<file path="src/rtl/comms_sequencer.sv">
// Frame-level sequencer behind the rx block: tracks each PCD frame from soc
// to eoc, runs the frame delay timer after a good frame, grants the
// transmitter on the FDT slot grid and masks rx while the PICC transmits.
module comms_sequencer #(
  parameter int FDT_LAST_BIT_1 = 1236,
  parameter int FDT_LAST_BIT_0 = 1172
) (
  input  logic       clk,
  input  logic       rst_n,
  input  logic       rx_soc,
  input  logic       rx_eoc,
  input  logic [7:0] rx_data,
  input  logic [2:0] rx_data_bits,
  input  logic       rx_data_valid,
  input  logic       rx_sequence_error,
  input  logic       rx_parity_error,
  input  logic       app_tx_req,
  input  logic       tx_done,
  output logic       rx_frame_done,
  output logic       rx_frame_error,
  output logic [7:0] rx_byte_count,
  output logic       rx_last_bit,
  output logic       tx_go,
  output logic       busy
);

  typedef enum logic [2:0] {
    S_IDLE, S_RX, S_FDT_WAIT, S_TX_READY, S_TX_ACTIVE
  } state_t;

  // Timer is loaded with T-1 so that it reads 1 in the cycle just before
  // slot 0; the registered tx_go then lands exactly on cycle E+T.
  localparam logic [10:0] LOAD_1 = 11'(FDT_LAST_BIT_1 - 1);
  localparam logic [10:0] LOAD_0 = 11'(FDT_LAST_BIT_0 - 1);

  state_t      state_q, state_d;
  logic [7:0]  cnt_q, cnt_d;
  logic        err_q, err_d;
  logic        lb_q, lb_d;
  logic [10:0] timer_q, timer_d;
  logic [6:0]  slot_q, slot_d;
  logic        frame_done_q, frame_done_d;
  logic        frame_error_q, frame_error_d;
  logic [7:0]  byte_count_q, byte_count_d;
  logic        last_bit_q, last_bit_d;
  logic        tx_go_q, tx_go_d;
  logic        busy_q, busy_d;

  logic [7:0]  acc_cnt;
  logic        acc_err;
  logic        acc_lb;
  logic        frame_bad;
  logic        slot0_hit;
  logic        slotk_hit;

  function automatic logic [7:0] sat_inc(input logic [7:0] v);
    return (v == 8'hFF) ? v : v + 8'd1;
  endfunction

  function automatic logic last_bit_of(input logic [7:0] d, input logic [2:0] bits);
    logic [2:0] idx;
    idx = (bits == 3'd0) ? 3'd7 : bits - 3'd1;
    return d[idx];
  endfunction

  // Frame accumulators including this cycle's rx events (so events coincident with eoc count)
  always_comb begin
    acc_cnt = cnt_q;
    acc_lb  = lb_q;
    acc_err = err_q | rx_sequence_error | rx_parity_error;
    if (rx_data_valid) begin
      acc_cnt = sat_inc(cnt_q);
      acc_lb  = last_bit_of(rx_data, rx_data_bits);
    end
    frame_bad = acc_err | (acc_cnt == 8'd0);
    slot0_hit = (timer_q == 11'd1);
    slotk_hit = (slot_q == 7'd127);
  end

  // State register and all registered outputs
  always_ff @(posedge clk) begin
    if (!rst_n) begin
      state_q       <= S_IDLE;
      cnt_q         <= '0;
      err_q         <= 1'b0;
      lb_q          <= 1'b0;
      timer_q       <= '0;
      slot_q        <= '0;
      frame_done_q  <= 1'b0;
      frame_error_q <= 1'b0;
      byte_count_q  <= '0;
      last_bit_q    <= 1'b0;
      tx_go_q       <= 1'b0;
      busy_q        <= 1'b0;
    end else begin
      state_q       <= state_d;
      cnt_q         <= cnt_d;
      err_q         <= err_d;
      lb_q          <= lb_d;
      timer_q       <= timer_d;
      slot_q        <= slot_d;
      frame_done_q  <= frame_done_d;
      frame_error_q <= frame_error_d;
      byte_count_q  <= byte_count_d;
      last_bit_q    <= last_bit_d;
      tx_go_q       <= tx_go_d;
      busy_q        <= busy_d;
    end
  end

  // Next-state decision; rx_soc beats a coincident slot, eoc ends the frame
  always_comb begin
    state_d = state_q;
    case (state_q)
      S_IDLE:      if (rx_soc) state_d = S_RX;
      S_RX:        if (rx_eoc) state_d = frame_bad ? S_IDLE : S_FDT_WAIT;
      S_FDT_WAIT: begin
        if (rx_soc)         state_d = S_RX;
        else if (slot0_hit) state_d = app_tx_req ? S_TX_ACTIVE : S_TX_READY;
      end
      S_TX_READY: begin
        if (rx_soc)                       state_d = S_RX;
        else if (slotk_hit && app_tx_req) state_d = S_TX_ACTIVE;
      end
      S_TX_ACTIVE: if (tx_done) state_d = S_IDLE;
      default:     state_d = S_IDLE;
    endcase
  end

  // Datapath and output updates per state
  always_comb begin
    cnt_d         = cnt_q;
    err_d         = err_q;
    lb_d          = lb_q;
    timer_d       = timer_q;
    slot_d        = slot_q;
    frame_done_d  = 1'b0;
    frame_error_d = frame_error_q;
    byte_count_d  = byte_count_q;
    last_bit_d    = last_bit_q;
    tx_go_d       = 1'b0;
    busy_d        = (state_d != S_IDLE);
    case (state_q)
      S_IDLE: begin
        if (rx_soc) begin
          cnt_d = '0;
          err_d = 1'b0;
          lb_d  = 1'b0;
        end
      end
      S_RX: begin
        if (rx_eoc) begin
          frame_done_d  = 1'b1;
          frame_error_d = frame_bad;
          byte_count_d  = acc_cnt;
          last_bit_d    = acc_lb;
          cnt_d         = acc_cnt;
          err_d         = acc_err;
          lb_d          = acc_lb;
          if (!frame_bad) timer_d = acc_lb ? LOAD_1 : LOAD_0;
        end else if (rx_soc) begin
          cnt_d = '0;
          err_d = 1'b0;
          lb_d  = 1'b0;
        end else begin
          cnt_d = acc_cnt;
          err_d = acc_err;
          lb_d  = acc_lb;
        end
      end
      S_FDT_WAIT: begin
        if (rx_soc) begin
          cnt_d   = '0;
          err_d   = 1'b0;
          lb_d    = 1'b0;
          timer_d = '0;
        end else if (slot0_hit) begin
          timer_d = '0;
          slot_d  = '0;
          tx_go_d = app_tx_req;
        end else begin
          timer_d = timer_q - 11'd1;
        end
      end
      S_TX_READY: begin
        if (rx_soc) begin
          cnt_d = '0;
          err_d = 1'b0;
          lb_d  = 1'b0;
        end else begin
          slot_d  = slot_q + 7'd1;
          tx_go_d = slotk_hit && app_tx_req;
        end
      end
      default: ;
    endcase
  end

  assign rx_frame_done  = frame_done_q;
  assign rx_frame_error = frame_error_q;
  assign rx_byte_count  = byte_count_q;
  assign rx_last_bit    = last_bit_q;
  assign tx_go          = tx_go_q;
  assign busy           = busy_q;

endmodule

</file>
<file path="config.mk">
export PLATFORM = sky130hd
export DESIGN_NAME = comms_sequencer
export DESIGN_NICKNAME = d
export VERILOG_FILES = /design/src/rtl/comms_sequencer.sv
export SDC_FILE = /design/constraint.sdc
export NUM_CORES = 1
export LEC_CHECK = 0
export ABC_AREA = 1
export ABC_CLOCK_PERIOD_IN_PS = 3920
export CAP_MARGIN = 20
export CORE_ASPECT_RATIO = 0.5
export CORE_MARGIN = 2
export CORE_UTILIZATION = 50
export DETAILED_ROUTE_END_ITERATION = 16
export GPL_ROUTABILITY_DRIVEN = 0
export PLACE_DENSITY = 0.79
export SKIP_CTS_REPAIR_TIMING = 1
export SLEW_MARGIN = 30
export SYNTH_ARGS = -nofsm -noshare
export SYNTH_HDL_FRONTEND = slang
export SYNTH_SLANG_ARGS = --single-unit
</file>
<file path="constraint.sdc">
create_clock -name clk -period 3.92 [get_ports clk]
set_input_delay 0.392 -clock clk [delete_from_list [all_inputs] [get_ports clk]]
set_output_delay 0.392 -clock clk [all_outputs]
set_load 0.02 [all_outputs]
</file>
== Yosys cells after proc, flatten, opt, wreduce, memory -nomap -nowiden ==
Index checks and enable logic that the tools add are counted.
Widths: inputs -> output; s select.
Operators by class
  equality and inequality tests: 13
  bitwise operators: 3
  reduce and logical (&&, ||, !) cells: 14
  add/subtract/negate cells: 4
  order comparisons: 1
  muxes and demuxes: 42
Operator list (count)
  $mux 11: 4
  $mux 8: 5
  $mux 7: 4
  $mux 3: 9
  $pmux 11 s2: 1
  $pmux 8 s2: 1
  $pmux 3 s5: 1
  $pmux 7 s2: 1
  $eq 11x1->1 const B: 1
  $mux 1: 11
  $sub 11x1->11 const B: 1
  $ne 2x2->1 const B: 5
  $add 8x1->8 const B: 1
  $eq 8x8->1 const B: 1
  $logic_not 8->1: 1
  $add 7x1->7 const B: 1
  $eq 7x7->1 const B: 1
  $eq 3x2->1 const B: 2
  $logic_not 3->1: 2
  $pmux 1 s2: 3
  $reduce_and 2->1: 3
  $reduce_bool 2->1: 3
  $lt 3x4->1 const B: 1
  $reduce_and 4->1: 1
  11 further kinds: 13
Word-level totals
  flip-flop bits (word level): 44
  word-level logic and storage cells: 89
  input port bits: 20
  output and inout bits: 13

== Depth between registers and ports, before layout ==
Gate-level depths: netlist of the first run.
  depth in word-level cells: 9
  gate-level depth with buffers: 16
  gate-level depth less buffers: 16

== Least setup slack after synthesis of the first run ==
Ideal clock, no wire load.
  path kind: reg2reg
  start point: register cnt_q[0]
  end point: register timer_q[2]
  library setup time: 115 ps
  period minus slack after synthesis: 1776 ps
  buffers on the path: 1
  cell stages (with the launch flop): 16
  arrival: 1661 ps
  path slack: 2144 ps
  data required time: 3805 ps
  cells stage by stage: dfxtp_1 ha_1 nand2_2 nor2_4 nand2_4 nand3_1 nand2_1 nand2_1 nand2_1 nor2_1 nand2_1 nand2_1 nand2_2 buf_6 a21oi_1 nor2_1
Between the ends
  cells in the longest elaborated chain, start to end: 7
  elaborated cells between the ends (all ways): 8
  those cells by class: add/sub: 1; eq/ne: 2; mux: 2; bitwise: 1; reduce/logical: 2
Ends and longest elaborated chain
  start, declared: RTL line 37  | logic [7:0] cnt_q, cnt_d;
  start signal, assigned: RTL line 97  | cnt_q <= cnt_d;
  $add 8x1->8 / $eq 8x8->1 (equally long branches): RTL line 57  | return (v == 8'hFF) ? v : v + 8'd1;
  $mux 8: RTL line 57
  $mux 8 *: RTL line 71  | if (rx_data_valid) begin
  $logic_not 8->1 *: RTL line 75  | frame_bad = acc_err | (acc_cnt == 8'd0);
  $or 1x1->1 *: RTL line 75
  $ne 2x2->1 (no line) *
  $reduce_and 3->1 (no line) *
  end signal, assigned: RTL line 100  | timer_q <= timer_d;
  end, declared: RTL line 40  | logic [10:0] timer_q, timer_d;
Mark *: on every way between the ends. The rest lies on a longest branch, timed or not.
A chain may end at the register's enable or synchronous reset.

== Final worst setup path of the first run ==
  start point: input rx_data_valid
  end point: register timer_q[9]
Between the ends
  cells in the longest elaborated chain, start to end: 5
Ends and longest elaborated chain
  start, declared: RTL line 14  | input logic rx_data_valid,
  $mux 8: RTL line 71
  $logic_not 8->1: RTL line 75
  $or 1x1->1: RTL line 75
  $ne 2x2->1 (no line)
  $reduce_and 3->1 (no line)
Every way passes these cells.

==> flow_summary.html, run 1 <==
<table>
<tr><th>Metric</th><th>Value</th></tr>
<tr><th colspan="2">Run status</th></tr>
<tr><td>Status</td><td>finished, final reports clean</td></tr>
<tr><th colspan="2">Global route</th></tr>
<tr><td>Global Route met2 Usage</td><td>0.361</td></tr>
<tr><td>Pin count of the biggest net entering global routing</td><td>26</td></tr>
<tr><td>Antenna violations before repair</td><td>0</td></tr>
<tr><td>Vias in the first global route</td><td>2125</td></tr>
<tr><td>Routing usage on met1</td><td>0.260</td></tr>
<tr><td>Global route overflow</td><td>0</td></tr>
<tr><td>GR met3 Demand/Resource</td><td>0.0452</td></tr>
<tr><td>Total routing resource utilization after global routing</td><td>0.208</td></tr>
<tr><td>Busiest metal layer after global routing</td><td>met2</td></tr>
<tr><td>Wire length of the first global-routing pass</td><td>about 9300 µm</td></tr>
<tr><th colspan="2">Worst setup path</th></tr>
<tr><td>Largest delay share family, worst path</td><td>simple AND/OR/NAND/NOR gates</td></tr>
<tr><td>Combined buffer and inverter count along the critical path</td><td>1</td></tr>
<tr><td>Worst path cell trace</td><td>clkdlybuf4s50_1, nor2_1, a21oi_1, nand2_1, nor2_1, nand2_1, nand2_1, nand2_2, nand2_2, nand2_1, nand2_1, nor2_1</td></tr>
<tr><td>Largest stage delay, worst path</td><td>around 0.86 ns</td></tr>
<tr><td>Required arrival time at the worst endpoint</td><td>roughly 4 ns</td></tr>
<tr><td>Reg-to-Reg Start</td><td>cnt_q[1]</td></tr>
<tr><td>Start point of the critical path</td><td>rx_data_valid</td></tr>
<tr><td>Critical Path Slowest Stage Cell</td><td>clkdlybuf4s50_1</td></tr>
<tr><td>Critical path's most frequent cell</td><td>nand2_1</td></tr>
<tr><td>Worst setup EP type</td><td>register</td></tr>
<tr><td>Worst setup SP type</td><td>primary input</td></tr>
<tr><td>Class of the most critical setup path</td><td>in2reg</td></tr>
<tr><td>Top fanout value on the critical path</td><td>16</td></tr>
<tr><td>R2r setup slk</td><td>about 1.7 ns</td></tr>
<tr><td>CP arrival</td><td>about 2.5 ns</td></tr>
<tr><th colspan="2">STA</th></tr>
<tr><td>Final worst path period share</td><td>0.597</td></tr>
<tr><td>Post-Route Setup TNS</td><td>0 ns</td></tr>
<tr><td>Worst Tran Pin Value</td><td>about 0.62 ns</td></tr>
<tr><td>Highest clock rate</td><td>about 430 MHz</td></tr>
<tr><td>Final hold vios</td><td>0</td></tr>
<tr><td>Shortest clock period the worst path allows after layout</td><td>between 2 and 2.5 ns</td></tr>
<tr><td>Number of pins with negative max-slew slack in the final report</td><td>0</td></tr>
<tr><td>Setup repair after global routing missed its margin</td><td>false</td></tr>
<tr><td>Max-slew headroom at the worst pin</td><td>0.586</td></tr>
<tr><td>Total of endpoints with negative setup slack in the final report</td><td>0</td></tr>
<tr><td>Worst-case clock skew</td><td>around 0.012 ns</td></tr>
<tr><th colspan="2">Power</th></tr>
<tr><td>Internal power</td><td>about 0.00074 W</td></tr>
<tr><td>Combinational share of power</td><td>0.190</td></tr>
<tr><td>Overall power</td><td>0.00102 W</td></tr>
<tr><td>Proportion of power drawn by flip-flops and latches</td><td>0.470</td></tr>
<tr><td>Pleak</td><td>roughly 1.4 nW</td></tr>
<tr><td>Clock network power share</td><td>0.340</td></tr>
<tr><td>Switch share</td><td>0.278</td></tr>
<tr><td>Sw Pwr</td><td>roughly 0.00028 W</td></tr>
<tr><td>Cell area power density</td><td>around 330 nW/µm²</td></tr>
<tr><td>Peak supply drop</td><td>0.000209 V</td></tr>
<tr><th colspan="2">Clocking</th></tr>
<tr><td>TritonCTS clock tree</td><td>done</td></tr>
<tr><td>Clock insertion delay at the later pin of the skew report</td><td>0.30 ns</td></tr>
<tr><td>Sinks on the clock net</td><td>44</td></tr>
<tr><td>Clock Tree Root</td><td>clkbuf_8</td></tr>
<tr><td>Clock transition at the registers of the reported paths</td><td>around 0.090 ns</td></tr>
<tr><td># H-tree levels</td><td>2</td></tr>
<tr><td>Clock Tree Buf Depth</td><td>2</td></tr>
<tr><td>TritonCTS buffer count</td><td>5</td></tr>
<tr><th colspan="2">Finish</th></tr>
<tr><td>Diode insertion count for antenna repair</td><td>0</td></tr>
<tr><td>Filler instances</td><td>around 450</td></tr>
<tr><td>Area used by multi-input combinational logic</td><td>about 1400 µm²</td></tr>
<tr><td>Final-stage net count</td><td>about 450</td></tr>
<tr><td>Final standard cell area without fillers</td><td>around 3100 µm²</td></tr>
<tr><td>Layout cell share with drive strength beyond 1</td><td>0.0606</td></tr>
<tr><td>Relative area change from synthesis to final layout</td><td>18.8%</td></tr>
<tr><td>Combined flip-flop and latch cell area</td><td>slightly below 900 µm²</td></tr>
<tr><td>Number of non-filler instances in the completed layout</td><td>between 400 and 500</td></tr>
<tr><th colspan="2">Synth</th></tr>
<tr><td>Synth Warn #</td><td>0</td></tr>
<tr><td>Cells after Synth</td><td>around 400</td></tr>
<tr><td>Area fraction of the dominant cell type after synthesis</td><td>0.343</td></tr>
<tr><td>Synth async-reset ratio</td><td>0</td></tr>
<tr><td>Net count after synthesis</td><td>421</td></tr>
<tr><td>Sequential cell area fraction in the yosys report</td><td>0.343</td></tr>
<tr><td>Distinct cell type count of the synthesized netlist</td><td>32</td></tr>
<tr><td>Synth area leader</td><td>dfxtp_1</td></tr>
<tr><td>Dominant register cell in the synthesized netlist</td><td>dfxtp_1</td></tr>
<tr><td>Main area contributors after synthesis</td><td>dfxtp_1 (34%), nand2_1 (14%), inv_1 (8.6%)</td></tr>
<tr><td>Mapped Avg Cell Area</td><td>approximately 6.5 µm²</td></tr>
<tr><td>Total of flip-flops plus latches after synthesis</td><td>44</td></tr>
<tr><td>Post-synthesis cell area</td><td>~2600 µm²</td></tr>
<tr><td>Number of enable-type register cells in the synthesized netlist</td><td>0</td></tr>
<tr><th colspan="2">Floorplanning</th></tr>
<tr><td>Initial Util</td><td>0.521</td></tr>
<tr><td>Total die area</td><td>about 5800 µm²</td></tr>
<tr><td>Overall die width</td><td>105 µm</td></tr>
<tr><td>Placement row count</td><td>18</td></tr>
<tr><td>Die extent in y</td><td>~55 µm</td></tr>
<tr><td>Placeable Area</td><td>between 4000 and 5000 µm²</td></tr>
<tr><td>Ports placed on the boundary</td><td>33</td></tr>
<tr><th colspan="2">Flow run</th></tr>
<tr><td>Number of max-capacitance violations reported</td><td>0</td></tr>
<tr><th colspan="2">Routing</th></tr>
<tr><td>Total number of vias</td><td>roughly 2500</td></tr>
<tr><td>Per-cell via count in the routed design</td><td>~5.0</td></tr>
<tr><td>Post-detailed-route DRC marker count</td><td>0</td></tr>
<tr><td>Drt first pass iters</td><td>4</td></tr>
<tr><td>Remaining number of nets flagged by the antenna check after routing</td><td>0</td></tr>
<tr><td>WL per Instance</td><td>between 10 and 15 µm</td></tr>
<tr><td>DRC marker count from the first detailed-route iteration</td><td>80</td></tr>
<tr><td>Final routed wirelength across all metal layers</td><td>between 5000 and 6000 µm</td></tr>
<tr><th colspan="2">Place</th></tr>
<tr><td>Placement-stage cell area</td><td>slightly below 3000 µm²</td></tr>
<tr><td>Input/output buffers</td><td>32</td></tr>
<tr><td>Placed wire-length estimate after detailed placement</td><td>~4200 µm</td></tr>
<tr><td>Instance count after placement with tap cells included</td><td>491</td></tr>
<tr><th colspan="2">Worst hold path</th></tr>
<tr><td>Path category of the worst min-delay check</td><td>reg2reg</td></tr>
<tr><td>Start point of the worst hold path</td><td>err_q</td></tr>
</table>
==> sequential cells by signal (all words and copies together) (netlist names) <==
| signal | count |
|---|---|
| lb_q | 1 |
| rx_byte_count | 8 |
| tx_go | 1 |
| rx_last_bit | 1 |
| rx_frame_done | 1 |
| rx_frame_error | 1 |
| cnt_q | 8 |
| busy | 1 |
| err_q | 1 |
| slot_q | 7 |
| state_q | 3 |
| timer_q | 11 |
==> worst min-delay path: cells and delay by family, from the launching register on <==
kind               cells  cell delay, ns
DFF                    1            0.31
and+or+nand+nor        1            0.06
AOI/OAI and AO/OA      1            0.06
==> metrics by stage <==
step	hold slack, ns	utilization	setup WS (ns)
after detailed placement	0.460	0.597	1.33
after global routing	0.504	0.619	1.33
after CTS	0.470	0.619	1.64
after global placement	0.453	0.597	1.44
after floorplan	0.441	-	2.14
final	0.473	0.619	1.58
==> layout make-up <==
cell class,instances,share of cell area
multi-input combinational,284,0.465
sequential,44,0.289
timing repair buffer,34,0.110
inverter,59,0.0726
tap,70,0.0287
clock buffer,6,0.0238
clock inverter,2,0.0115
==> power by group through the flow <==
stage / Combinational, W / Clock, W / Sequential (W)
6_report: 0.000194 / 0.000347 / 0.000480
5_1_grt: 0.000217 / 0.000368 / 0.000483
4_1_cts: 0.000194 / 0.000353 / 0.000480
3_5_place_dp: 0.000191 / 0 / 0.000490
3_3_place_gp: 0.000188 / 0 / 0.000489
2_1_floorplan: 0.000117 / 0 / 0.000499
==> cells by family (layout without fill, tap and decap cells) <==
family,after synthesis,in the layout,synth area share
simple gates,210,210,0.369
compound gates,60,60,0.127
fa+ha+maj,6,6,0.0292
buf+inv,67,101,0.105
flops,44,44,0.343
xor+xnor,8,8,0.0273
==> placed cells by master (no fill, tap or decap), drive strengths merged <==
master	instances
o31ai	1
nor3	6
nor2	50
ha	6
o21ai	22
or2	4
xnor2	2
nand3b	3
dfxtp	44
clkdlybuf4s50	32
and2	1
nand3	39
clkinv	1
xor2	6
clkbuf	6
bufinv	1
or3	1
o211ai	8
a21oi	29
nand4	6
nor4	2
nand2	98
buf	2
inv	59
==> per-layer routing <==
layer,part of all wire,vias to the layer above
met2,0.46,65
li1,-,1332
met5,0,-
met3,0.047,10
met4,0.014,0
met1,0.48,1112
==> Yosys cell counts, types with 3 or more instances <==
cell type / instances
inv_1: 59
a21oi_1: 28
ha_1: 6
dfxtp_1: 44
or2_2: 4
xor2_1: 6
o211ai_1: 8
o21ai_1: 3
nand4_1: 6
nand2_2: 3
nand3_1: 35
nor2_1: 48
clkbuf_1: 3
o21ai_0: 19
nor3_1: 6
nand3_2: 4
nand2_1: 93
==> final timing paths <==
kind                                    to  depth (start not counted)
worst max-delay path            timer_q[9]                         12
worst max register to register  timer_q[9]                         16
worst min-delay path                 err_q                          2
worst min register to register       err_q                          2
Note: power is estimated with default switching activity, not from simulation.
==> inputs of run 2 (changes only) <==
--- a/config.mk
+++ b/config.mk
@@ -6,7 +6,7 @@
 export NUM_CORES = 1
 export LEC_CHECK = 0
 export ABC_AREA = 1
-export ABC_CLOCK_PERIOD_IN_PS = 3920
+export ABC_CLOCK_PERIOD_IN_PS = 2160
 export CAP_MARGIN = 20
 export CORE_ASPECT_RATIO = 0.5
 export CORE_MARGIN = 2
==> constraint.sdc (replaced) <==
create_clock -name clk -period 2.16 [get_ports clk]
set_input_delay 0.216 -clock clk [delete_from_list [all_inputs] [get_ports clk]]
set_output_delay 0.216 -clock clk [all_outputs]
set_load 0.02 [all_outputs]
==> run 2 against run 1 <==
Against the previous run: register-to-register slack got worse by 1.6 ns; clock-buffer cell count is 1 higher; sequential power is 81% higher; via count grew 3.6%.
==> flow_summary.html, run 2 (same netlist as run 1, synthesis figures left out) <==
<table>
<tr><th>Metric</th><th>Value</th></tr>
<tr><th colspan="2">Global route</th></tr>
<tr><td>Pin count of the biggest net entering global routing</td><td>22 (-15%)</td></tr>
<tr><td>Vias in the first global route</td><td>2319 (+9.1%)</td></tr>
<tr><td>Global route overflow</td><td>0 (unchanged)</td></tr>
<tr><td>Total routing resource utilization after global routing</td><td>0.216 (+0.00880)</td></tr>
<tr><td>Wire length of the first global-routing pass</td><td>9800 µm (+5.0%)</td></tr>
<tr><td>Antenna violations before repair</td><td>0 (unchanged)</td></tr>
<tr><th colspan="2">Power</th></tr>
<tr><td>Combinational share of power</td><td>0.208 (+0.018)</td></tr>
<tr><td>Pleak</td><td>1.42 nW (+4.2%)</td></tr>
<tr><td>Sw Pwr</td><td>0.000516 W (+81%)</td></tr>
<tr><td>Internal power</td><td>0.00129 W (+75%)</td></tr>
<tr><td>Peak supply drop</td><td>0.000289 V (+38%)</td></tr>
<tr><td>Clock network power share</td><td>0.311 (-0.029)</td></tr>
<tr><td>Cell area power density</td><td>574 nW/µm² (+72%)</td></tr>
<tr><td>Proportion of power drawn by flip-flops and latches</td><td>0.481 (+0.011)</td></tr>
<tr><td>Switch share</td><td>0.285 (+0.00684)</td></tr>
<tr><th colspan="2">Finish</th></tr>
<tr><td>Final standard cell area without fillers</td><td>3150 µm² (+3.2%)</td></tr>
<tr><td>Final-stage net count</td><td>465 (+2.4%)</td></tr>
<tr><td>Filler instances</td><td>441 (-2.6%)</td></tr>
<tr><td>Leading cell types in the layout, fill and taps excluded</td><td>nand2_1 (92), inv_1 (59), nor2_1 (48)</td></tr>
<tr><td>Diode insertion count for antenna repair</td><td>0 (unchanged)</td></tr>
<tr><td>Register bank with the most flops</td><td>timer_q</td></tr>
<tr><td>Number of flip-flops under the largest register name</td><td>11 (unchanged)</td></tr>
<tr><td>Most common cell after layout, fill and taps aside</td><td>nand2_1</td></tr>
<tr><td>Relative area change from synthesis to final layout</td><td>22.6%</td></tr>
<tr><td>Area used by multi-input combinational logic</td><td>1440 µm² (+1.5%)</td></tr>
<tr><td>Combined flip-flop and latch cell area</td><td>881 µm² (unchanged)</td></tr>
<tr><td>Number of non-filler instances in the completed layout</td><td>509 (+2.0%)</td></tr>
<tr><td>Layout cell share with drive strength beyond 1</td><td>0.0888 (+0.0282)</td></tr>
<tr><th colspan="2">Clocking</th></tr>
<tr><td>TritonCTS clock tree</td><td>done</td></tr>
<tr><td># H-tree levels</td><td>2 (unchanged)</td></tr>
<tr><td>Clock insertion delay at the later pin of the skew report</td><td>0.30 ns (about the same)</td></tr>
<tr><td>Clock Tree Buf Depth</td><td>2 (unchanged)</td></tr>
<tr><td>Clock Tree Root</td><td>clkbuf_8</td></tr>
<tr><td>Sinks on the clock net</td><td>44 (unchanged)</td></tr>
<tr><td>TritonCTS buffer count</td><td>5 (unchanged)</td></tr>
<tr><td>Clock transition at the registers of the reported paths</td><td>0.08 ns (about the same)</td></tr>
<tr><th colspan="2">Routing</th></tr>
<tr><td>Remaining number of nets flagged by the antenna check after routing</td><td>0 (unchanged)</td></tr>
<tr><td>DRC marker count from the first detailed-route iteration</td><td>102 (+28%)</td></tr>
<tr><td>Post-detailed-route DRC marker count</td><td>0 (unchanged)</td></tr>
<tr><td>Final routed wirelength across all metal layers</td><td>5960 µm (+3.0%)</td></tr>
<tr><td>WL per Instance</td><td>11.7 µm (+0.99%)</td></tr>
<tr><td>Total number of vias</td><td>2609 (+3.6%)</td></tr>
<tr><td>Per-cell via count in the routed design</td><td>5.13 (+1.5%)</td></tr>
<tr><td>Drt first pass iters</td><td>4 (unchanged)</td></tr>
<tr><th colspan="2">STA</th></tr>
<tr><td>Total of endpoints with negative setup slack in the final report</td><td>0 (unchanged)</td></tr>
<tr><td>Post-Route Setup TNS</td><td>0 ns (unchanged)</td></tr>
<tr><td>Number of pins with negative max-slew slack in the final report</td><td>0 (unchanged)</td></tr>
<tr><td>Max-slew headroom at the worst pin</td><td>0.659 (+0.0733)</td></tr>
<tr><td>Final hold vios</td><td>0 (unchanged)</td></tr>
<tr><td>Worst-case clock skew</td><td>0.00750 ns (-0.00410 ns)</td></tr>
<tr><td>Worst Tran Pin Value</td><td>0.507 ns (-0.113 ns)</td></tr>
<tr><td>Worst hold slack across all endpoints</td><td>0.471 ns (-0.00202 ns)</td></tr>
<tr><td>Highest clock rate</td><td>500 MHz</td></tr>
<tr><td>Final worst path period share</td><td>0.927</td></tr>
<tr><td>Shortest clock period the worst path allows after layout</td><td>~2.0 ns</td></tr>
<tr><td>Setup repair after global routing missed its margin</td><td>false</td></tr>
<tr><th colspan="2">Worst setup path</th></tr>
<tr><td>Worst setup EP type</td><td>register</td></tr>
<tr><td>Top fanout value on the critical path</td><td>7 (-9)</td></tr>
<tr><td>Class of the most critical setup path</td><td>reg2reg</td></tr>
<tr><td>Required arrival time at the worst endpoint</td><td>2.36 ns (-1.76 ns)</td></tr>
<tr><td>CP arrival</td><td>2.20 ns (-0.34 ns)</td></tr>
<tr><td>Worst setup SP type</td><td>register</td></tr>
<tr><th colspan="2">Worst hold path</th></tr>
<tr><td>Path category of the worst min-delay check</td><td>reg2reg</td></tr>
<tr><th colspan="2">Floorplanning</th></tr>
<tr><td>Overall die width</td><td>105 µm (unchanged)</td></tr>
<tr><td>Initial Util</td><td>0.521 (unchanged)</td></tr>
<tr><td>Die extent in y</td><td>54.7 µm (unchanged)</td></tr>
<tr><td>Ports placed on the boundary</td><td>33 (unchanged)</td></tr>
<tr><td>Placeable Area</td><td>4930 µm² (unchanged)</td></tr>
<tr><td>Placement row count</td><td>18 (unchanged)</td></tr>
<tr><td>Total die area</td><td>5760 µm² (unchanged)</td></tr>
<tr><th colspan="2">Run status</th></tr>
<tr><td>Status</td><td>finished, final reports clean</td></tr>
<tr><th colspan="2">Place</th></tr>
<tr><td>Instance count after placement with tap cells included</td><td>501 (+2.0%)</td></tr>
<tr><td>Input/output buffers</td><td>32 (unchanged)</td></tr>
<tr><td>Placement-stage cell area</td><td>3030 µm² (+3.0%)</td></tr>
<tr><td>Placed wire-length estimate after detailed placement</td><td>4550 µm (+7.9%)</td></tr>
<tr><th colspan="2">Flow run</th></tr>
<tr><td>Number of max-capacitance violations reported</td><td>0 (unchanged)</td></tr>
</table>
## run 2: cell count changes in the layout (fill, tap and decap cells not counted), sizes merged
cell / change
clkbuf: +1
nand2: +1
bufinv: -1
buf: +10
clkinv: -1
## run 2: through the flow
stage / util / total power [W] / worst slack (ns)
floorplan: - / 0.00112 / 0.384
detailed placement: 0.615 / 0.00126 / -0.00164
global route: 0.639 / 0.00189 / 0.00557
finish: 0.639 / 0.00181 / 0.159
CTS: 0.634 / 0.00181 / 0.0889
global placement: 0.615 / 0.00124 / 0.100
## run 2: layer usage
layer | GRT usage | vias up | share of wire
li1 | - | 1357 | -
met3 | 0.0488 | 7 | 0.039
met4 | 0.0956 | 0 | 0.012
met1 | 0.252 | 1188 | 0.47
met5 | 0 | - | 0
met2 | 0.399 | 57 | 0.48
## run 2: worst max-delay path, cell delays in order (launching register included)
cell	delay [ns]
dfxtp_1	0.36
ha_2	0.21
nand2_2	0.09
nor2_4	0.16
nand2_4	0.10
nand2_4	0.08
nand2_1	0.07
nand2_1	0.09
nand3_1	0.08
nor2_1	0.09
nand2_1	0.10
nand2_2	0.11
nand2_4	0.09
nand2_4	0.10
nand2_1	0.06
nand2_1	0.06
nor2_1	0.04
## run 2: layout make-up
cell class | count | area share
Sequential cell | 44 | 0.280
Timing Repair Buffer | 44 | 0.134
Tap cell | 70 | 0.0278
Clock buffer | 7 | 0.0306
Multi-Input combinational cell | 285 | 0.457
Inverter | 59 | 0.0703
## run 2: worst paths after layout
kind | start | to | slack (ns) | depth (start not counted)
setup / recovery | cnt_q[0] | timer_q[9] | 0.16 | 16
hold / removal | err_q | err_q | 0.47 | 2
setup reg to reg | cnt_q[0] | timer_q[9] | 0.16 | 16
hold reg to reg | err_q | err_q | 0.47 | 2
## run 2: power by group through the flow
stage               sequential [W]  clock (W)  combinational, W
finish                    0.000870   0.000563          0.000376
detailed placement        0.000888          0          0.000370
CTS                       0.000870   0.000573          0.000372
global placement          0.000887          0          0.000357
floorplan                 0.000906          0          0.000213
global route              0.000874   0.000600          0.000415
